`config.mk`:
```
export PLATFORM = sky130hd
export DESIGN_NAME = siso_shift_ctrl_flat
export DESIGN_NICKNAME = d
export VERILOG_FILES = /design/src/rtl/siso_shift_if.sv /design/src/rtl/siso_shift_ctrl.sv /design/src/flat_wrapper.sv
export SDC_FILE = /design/constraint.sdc
export NUM_CORES = 1
export LEC_CHECK = 0
export CAP_MARGIN = 30
export CORE_MARGIN = 5
export CORE_UTILIZATION = 48
export CTS_CLUSTER_DIAMETER = 50
export DETAILED_ROUTE_END_ITERATION = 16
export PLACE_DENSITY_LB_ADDON = 0.15
export SYNTH_ARGS = -nofsm -noshare
export SYNTH_HDL_FRONTEND = slang
export SYNTH_SLANG_ARGS = --single-unit
```
`constraint.sdc`:
```
create_clock -name Clk -period 2.1 [get_ports Clk]
set_input_delay 0.63 -clock Clk [delete_from_list [all_inputs] [get_ports Clk]]
set_output_delay 0.63 -clock Clk [all_outputs]
set_load 0.05 [all_outputs]
```
`src/rtl/siso_shift_if.sv`:
```
// Handshake and serial-output bundle for the SISO shift controller.
// The slave modport is the controller side; the master modport drives words in.
interface siso_shift_if #(
   parameter int unsigned WIDTH = 8
);
   logic [WIDTH-1:0] din;
   logic             din_valid;
   logic             din_ready;
   logic             stall;
   logic             abort;
   logic             sout;
   logic             sout_valid;
   logic             busy;
   logic             done;

   modport master (
      output din, din_valid, stall, abort,
      input  din_ready, sout, sout_valid, busy, done
   );

   modport slave (
      input  din, din_valid, stall, abort,
      output din_ready, sout, sout_valid, busy, done
   );
endinterface

```
`src/rtl/siso_shift_ctrl.sv`:
```
// Parallel-in serial-out word serializer with stall, abort and a one-cycle done pulse.
// Outputs are decoded from registered state; sout_valid additionally masks with stall.
module siso_shift_ctrl #(
   parameter int unsigned WIDTH     = 8,
   parameter bit          MSB_FIRST = 1'b1
) (
   input  logic        Clk,
   input  logic        rst,
   siso_shift_if.slave bus
);

   localparam int unsigned       CNT_W    = $clog2(WIDTH);
   localparam logic [CNT_W-1:0]  LAST_CNT = CNT_W'(WIDTH - 1);

   typedef enum logic [1:0] {
      ST_IDLE  = 2'd0,
      ST_SHIFT = 2'd1,
      ST_DONE  = 2'd2
   } state_e;

   state_e             state_q, state_d;
   logic [WIDTH-1:0]   shreg_q, shreg_d;
   logic [CNT_W-1:0]   cnt_q,   cnt_d;

   // State and datapath registers
   always_ff @(posedge Clk or posedge rst) begin
      if (rst) begin
         state_q <= ST_IDLE;
         shreg_q <= '0;
         cnt_q   <= '0;
      end else begin
         state_q <= state_d;
         shreg_q <= shreg_d;
         cnt_q   <= cnt_d;
      end
   end

   // Next-state and datapath update
   always_comb begin
      state_d = state_q;
      shreg_d = shreg_q;
      cnt_d   = cnt_q;
      case (state_q)
         ST_IDLE: begin
            if (bus.din_valid) begin
               state_d = ST_SHIFT;
               shreg_d = bus.din;
               cnt_d   = '0;
            end
         end
         ST_SHIFT: begin
            // abort outranks stall; the partially sent word is dropped
            if (bus.abort) begin
               state_d = ST_IDLE;
               shreg_d = '0;
               cnt_d   = '0;
            end else if (!bus.stall) begin
               if (MSB_FIRST) shreg_d = shreg_q << 1;
               else           shreg_d = shreg_q >> 1;
               if (cnt_q == LAST_CNT) begin
                  state_d = ST_DONE;
                  cnt_d   = '0;
               end else begin
                  cnt_d = cnt_q + CNT_W'(1);
               end
            end
         end
         ST_DONE: begin
            state_d = ST_IDLE;
         end
         default: begin
            state_d = ST_IDLE;
            shreg_d = '0;
            cnt_d   = '0;
         end
      endcase
   end

   // Output decode
   always_comb begin
      bus.din_ready  = 1'b0;
      bus.sout       = 1'b0;
      bus.sout_valid = 1'b0;
      bus.busy       = 1'b0;
      bus.done       = 1'b0;
      case (state_q)
         ST_IDLE: bus.din_ready = 1'b1;
         ST_SHIFT: begin
            bus.busy       = 1'b1;
            bus.sout       = MSB_FIRST ? shreg_q[WIDTH-1] : shreg_q[0];
            bus.sout_valid = !bus.stall;
         end
         ST_DONE: begin
            bus.busy = 1'b1;
            bus.done = 1'b1;
         end
         default: bus.din_ready = 1'b0;
      endcase
   end

endmodule

```
`src/flat_wrapper.sv`:
```
// flat-port wrapper written by rule: the top's interface ports become plain ports
module siso_shift_ctrl_flat 
#(
   parameter int unsigned WIDTH     = 8,
   parameter bit          MSB_FIRST = 1'b1
)
  (Clk, rst, bus_din, bus_din_valid, bus_stall, bus_abort, bus_din_ready, bus_sout, bus_sout_valid, bus_busy, bus_done);
  siso_shift_if #(.WIDTH(WIDTH)) bus_i ();
  input  logic Clk;
  input  logic rst;
  input wire logic [$bits(bus_i.din)-1:0] bus_din;
  input wire logic [$bits(bus_i.din_valid)-1:0] bus_din_valid;
  input wire logic [$bits(bus_i.stall)-1:0] bus_stall;
  input wire logic [$bits(bus_i.abort)-1:0] bus_abort;
  output wire logic [$bits(bus_i.din_ready)-1:0] bus_din_ready;
  output wire logic [$bits(bus_i.sout)-1:0] bus_sout;
  output wire logic [$bits(bus_i.sout_valid)-1:0] bus_sout_valid;
  output wire logic [$bits(bus_i.busy)-1:0] bus_busy;
  output wire logic [$bits(bus_i.done)-1:0] bus_done;
  assign bus_i.din = bus_din;
  assign bus_i.din_valid = bus_din_valid;
  assign bus_i.stall = bus_stall;
  assign bus_i.abort = bus_abort;
  assign bus_din_ready = bus_i.din_ready;
  assign bus_sout = bus_i.sout;
  assign bus_sout_valid = bus_i.sout_valid;
  assign bus_busy = bus_i.busy;
  assign bus_done = bus_i.done;
  siso_shift_ctrl #(.WIDTH(WIDTH), .MSB_FIRST(MSB_FIRST)) u_core (.Clk(Clk), .rst(rst), .bus(bus_i));
endmodule
```
==> run_results.csv <==
group,metric,value,unit
global_routing,antenna_found_initial,0,
sta,worst-slew-pin-transition,487,ps
floorplan,start_util,0.516,
critical_path,cpPeakStageDelay,400,ps
power,leakage,0.520,nW
sta,report.final.slew_viol_count,0,
critical_path,cp_max_fo,4,
cts,holdBufCountCts,0,
synthesis,async_flop_share,1.00,
finish,syn_to_final_growth,34.4,%
finish,multi_input_area,402,µm²
cts,cts_setup_buffers,0,
cts,cts-root-buf,"clkbuf_4",
outcome,status,"completed",
drt,initialDrtViolationCount,5,
power,p_sw_frac,0.360,
drt,wl,1.40,mm
drt,num_vias,529,
critical_path,cp_num_buf_inv,2,
finish,drive_above_1_share,0.276,
drt,firstDrtPassIters,4,
cts,cts_tree,"yes",
place,globalplace.congestion,0.751,
synthesis,syn_area_per_cell,12.3,µm²
sta,clock.fmax,0.512,GHz
drt,antenna_left,0,
finish,stdcell_count,103,
critical_path,startpoint_type,"flip-flop",
synthesis,seq_area_frac_synth,0.414,
synthesis,synth-seq-cells,13,
global_routing,grt_pass1_vias,585,
global_routing,overflow,0,
critical_path,worstPathRequired,1470,ps
power,intPower,0.856,mW
critical_path,cp_slowest_cell,"dfrtp_1",
synthesis,netlist_top_cells_count,"dfrtp_1 (13), inv_1 (7), mux2_4 (7)",
floorplan,core-area,1520,µm²
synthesis,syn_nets,83,
sta,hold_viol_final,0,
synthesis,synth_edf_count,0,
sta,finalClockSkew,7.42,ps
global_routing,grtUsageTotal,0.123,
cts,h-tree-depth,1,
critical_path,critical-path-top-delay-family,"flip-flops",
sta,relSlewSlack,0.675,
cts,clkSlewWorstSetupHoldPaths,70,ps
floorplan,dieArea,2550,µm²
place,dp_hpwl,1.13,mm
drt,viasPerCell,5.14,
synthesis,synth_cells,64,
global_routing,grt_max_degree,14,
critical_path,worstSetupPathType,"flip-flop to output port",
finish,seq_area,325,µm²
cts,cts_buffers,3,
synthesis,yosysTopAreaCell,"dfrtp_1",
global_routing,grt_pass1_wl,2.43,mm
run,maxCapViolations,0,
finish,fin_nets,107,
sta,fin_crit,1950,ps
synthesis,synthTopCellsByArea,"dfrtp_1 (41%), mux2_4 (13%), ha_1 (9.6%)",
power,switching_power,0.482,mW
drt,drt-wirelength-per-cell,13.6,µm
power,power,1.34,mW
synthesis,synth_area,786,µm²
power,cellPowerDensity,1270,nW/µm²
synthesis,synth_cell_types,22,
synthesis,yosysMostFrequentCell,"dfrtp_1",
critical_path,end_kind,"output port",
synthesis,yosysWarnings,0,
drt,route.detailed.drc,0,
finish,nFillCells,109,
synthesis,synth_flop_cell,"dfrtp_1",
floorplan,die_w,50.5,µm
sta,rsz0062_at_grt,"no",
power,p_comb_frac,0.588,
cts,clockBufferDepth,2,
place,place_inst,99,
floorplan,rows,14,
cts,clk_latency,270,ps
sta,finalSetupViolCount,0,
place,numPortBuffers,17,
power,power.share.clock,0.112,
floorplan,dieHeight,50.5,µm
min_path,timing.hold.worst.class,"flip-flop to flip-flop",
floorplan,ios,18,
sta,finalCritPeriodShare,0.930,
critical_path,path_cells,"inv_1 > ha_1 > nor2b_2 > buf_12",
cts,cts_sinks,13,
synthesis,synthDominantCellAreaShare,0.414,
finish,antenna_cells,0,
power,ir_drop,0.650,mV
power,seq_power_share,0.300,
critical_path,critPathArrivalTime,1320,ps
registers in the layout (all words and copies together) (netlist names):
signal          count
u_core.state_q      2
u_core.cnt_q        3
u_core.shreg_q      8
final cells by class:
| cell class | instances | area share |
|---|---|---|
| clock buffer | 4 | 0.0249 |
| inverter | 7 | 0.0249 |
| sequential | 13 | 0.308 |
| multi-input combinational | 41 | 0.380 |
| timing repair buffer | 22 | 0.243 |
| tap | 16 | 0.0190 |
worst paths after layout:
check / from / endpoint / depth (start not counted) / slack (ps)
max: u_core.state_q[1] / bus_sout_valid / 4 / 150
min: u_core.shreg_q[1] / u_core.shreg_q[1] / 1 / 510
max reg2reg: u_core.state_q[1] / u_core.shreg_q[7] / 6 / 360
min reg2reg: u_core.shreg_q[1] / u_core.shreg_q[1] / 1 / 510
max in group asynchronous: rst / u_core.cnt_q[2] / 2 / 1090
min in group asynchronous: rst / u_core.shreg_q[7] / 2 / 670
through the flow:
step	setup slack [ps]	utilization	hold WS (ps)	area (µm²)	TNS, ps
floorplan	111	-	473	786	0
global placement	-54.9	0.675	495	1030	-201
detailed placement	-62.4	0.675	494	1030	-372
CTS	113	0.693	523	1060	0
global route	60.3	0.693	529	1060	0
finish	147	0.693	514	1060	0
power groups by stage:
stage	Combinational (mW)	Clock [mW]	Sequential [mW]
6_report	0.786	0.150	0.401
5_1_grt	0.834	0.172	0.415
4_1_cts	0.796	0.161	0.403
3_5_place_dp	0.792	0	0.404
3_3_place_gp	0.776	0	0.405
2_1_floorplan	0.565	0	0.389
per-layer routing:
| layer | track usage | wire, µm | up-vias |
|---|---|---|---|
| li1 | - | - | 266 |
| met4 | 0.0596 | 18 | 0 |
| met1 | 0.142 | 588 | 244 |
| met5 | 0 | 0 | - |
| met2 | 0.202 | 662 | 17 |
| met3 | 0.0414 | 132 | 2 |
kinds of logic after synthesis:
family,synth area share
fa+ha+maj,0.0955
flops,0.414
simple gates,0.0892
mux,0.186
buf+inv,0.0780
compound gates,0.137
cells in the final DEF, fill, tap and decap left out:
cell | Yosys | final
buf_12 | 1 | 5
clkbuf_4 | 0 | 3
nor2b_1 | 2 | 1
mux2_4 | 7 | 7
dlygate4sd2_1 | 0 | 1
nor3_1 | 1 | 1
o21ai_0 | 2 | 2
buf_4 | 0 | 5
mux2i_1 | 3 | 3
clkdlybuf4s50_1 | 0 | 11
nor2_1 | 1 | 1
clkbuf_1 | 0 | 1
nand2b_1 | 1 | 1
nand2_1 | 4 | 4
a2bb2oi_1 | 1 | 1
and2_1 | 1 | 1
inv_1 | 7 | 7
a221oi_4 | 1 | 1
nor2b_4 | 1 | 1
a21oi_1 | 2 | 2
mux2_2 | 1 | 1
nor2b_2 | 0 | 1
a22o_1 | 6 | 6
dfrtp_1 | 13 | 13
or2b_1 | 1 | 1
ha_1 | 6 | 6
what timing repair did:
| item | CTS | global route |
|---|---|---|
| setup endpoints to repair | 1 | 0 |
| resized for setup | 2 | 0 |
| endpoints found under the hold margin | 0 | 0 |
No activity file was read; power rests on OpenSTA's default activity.
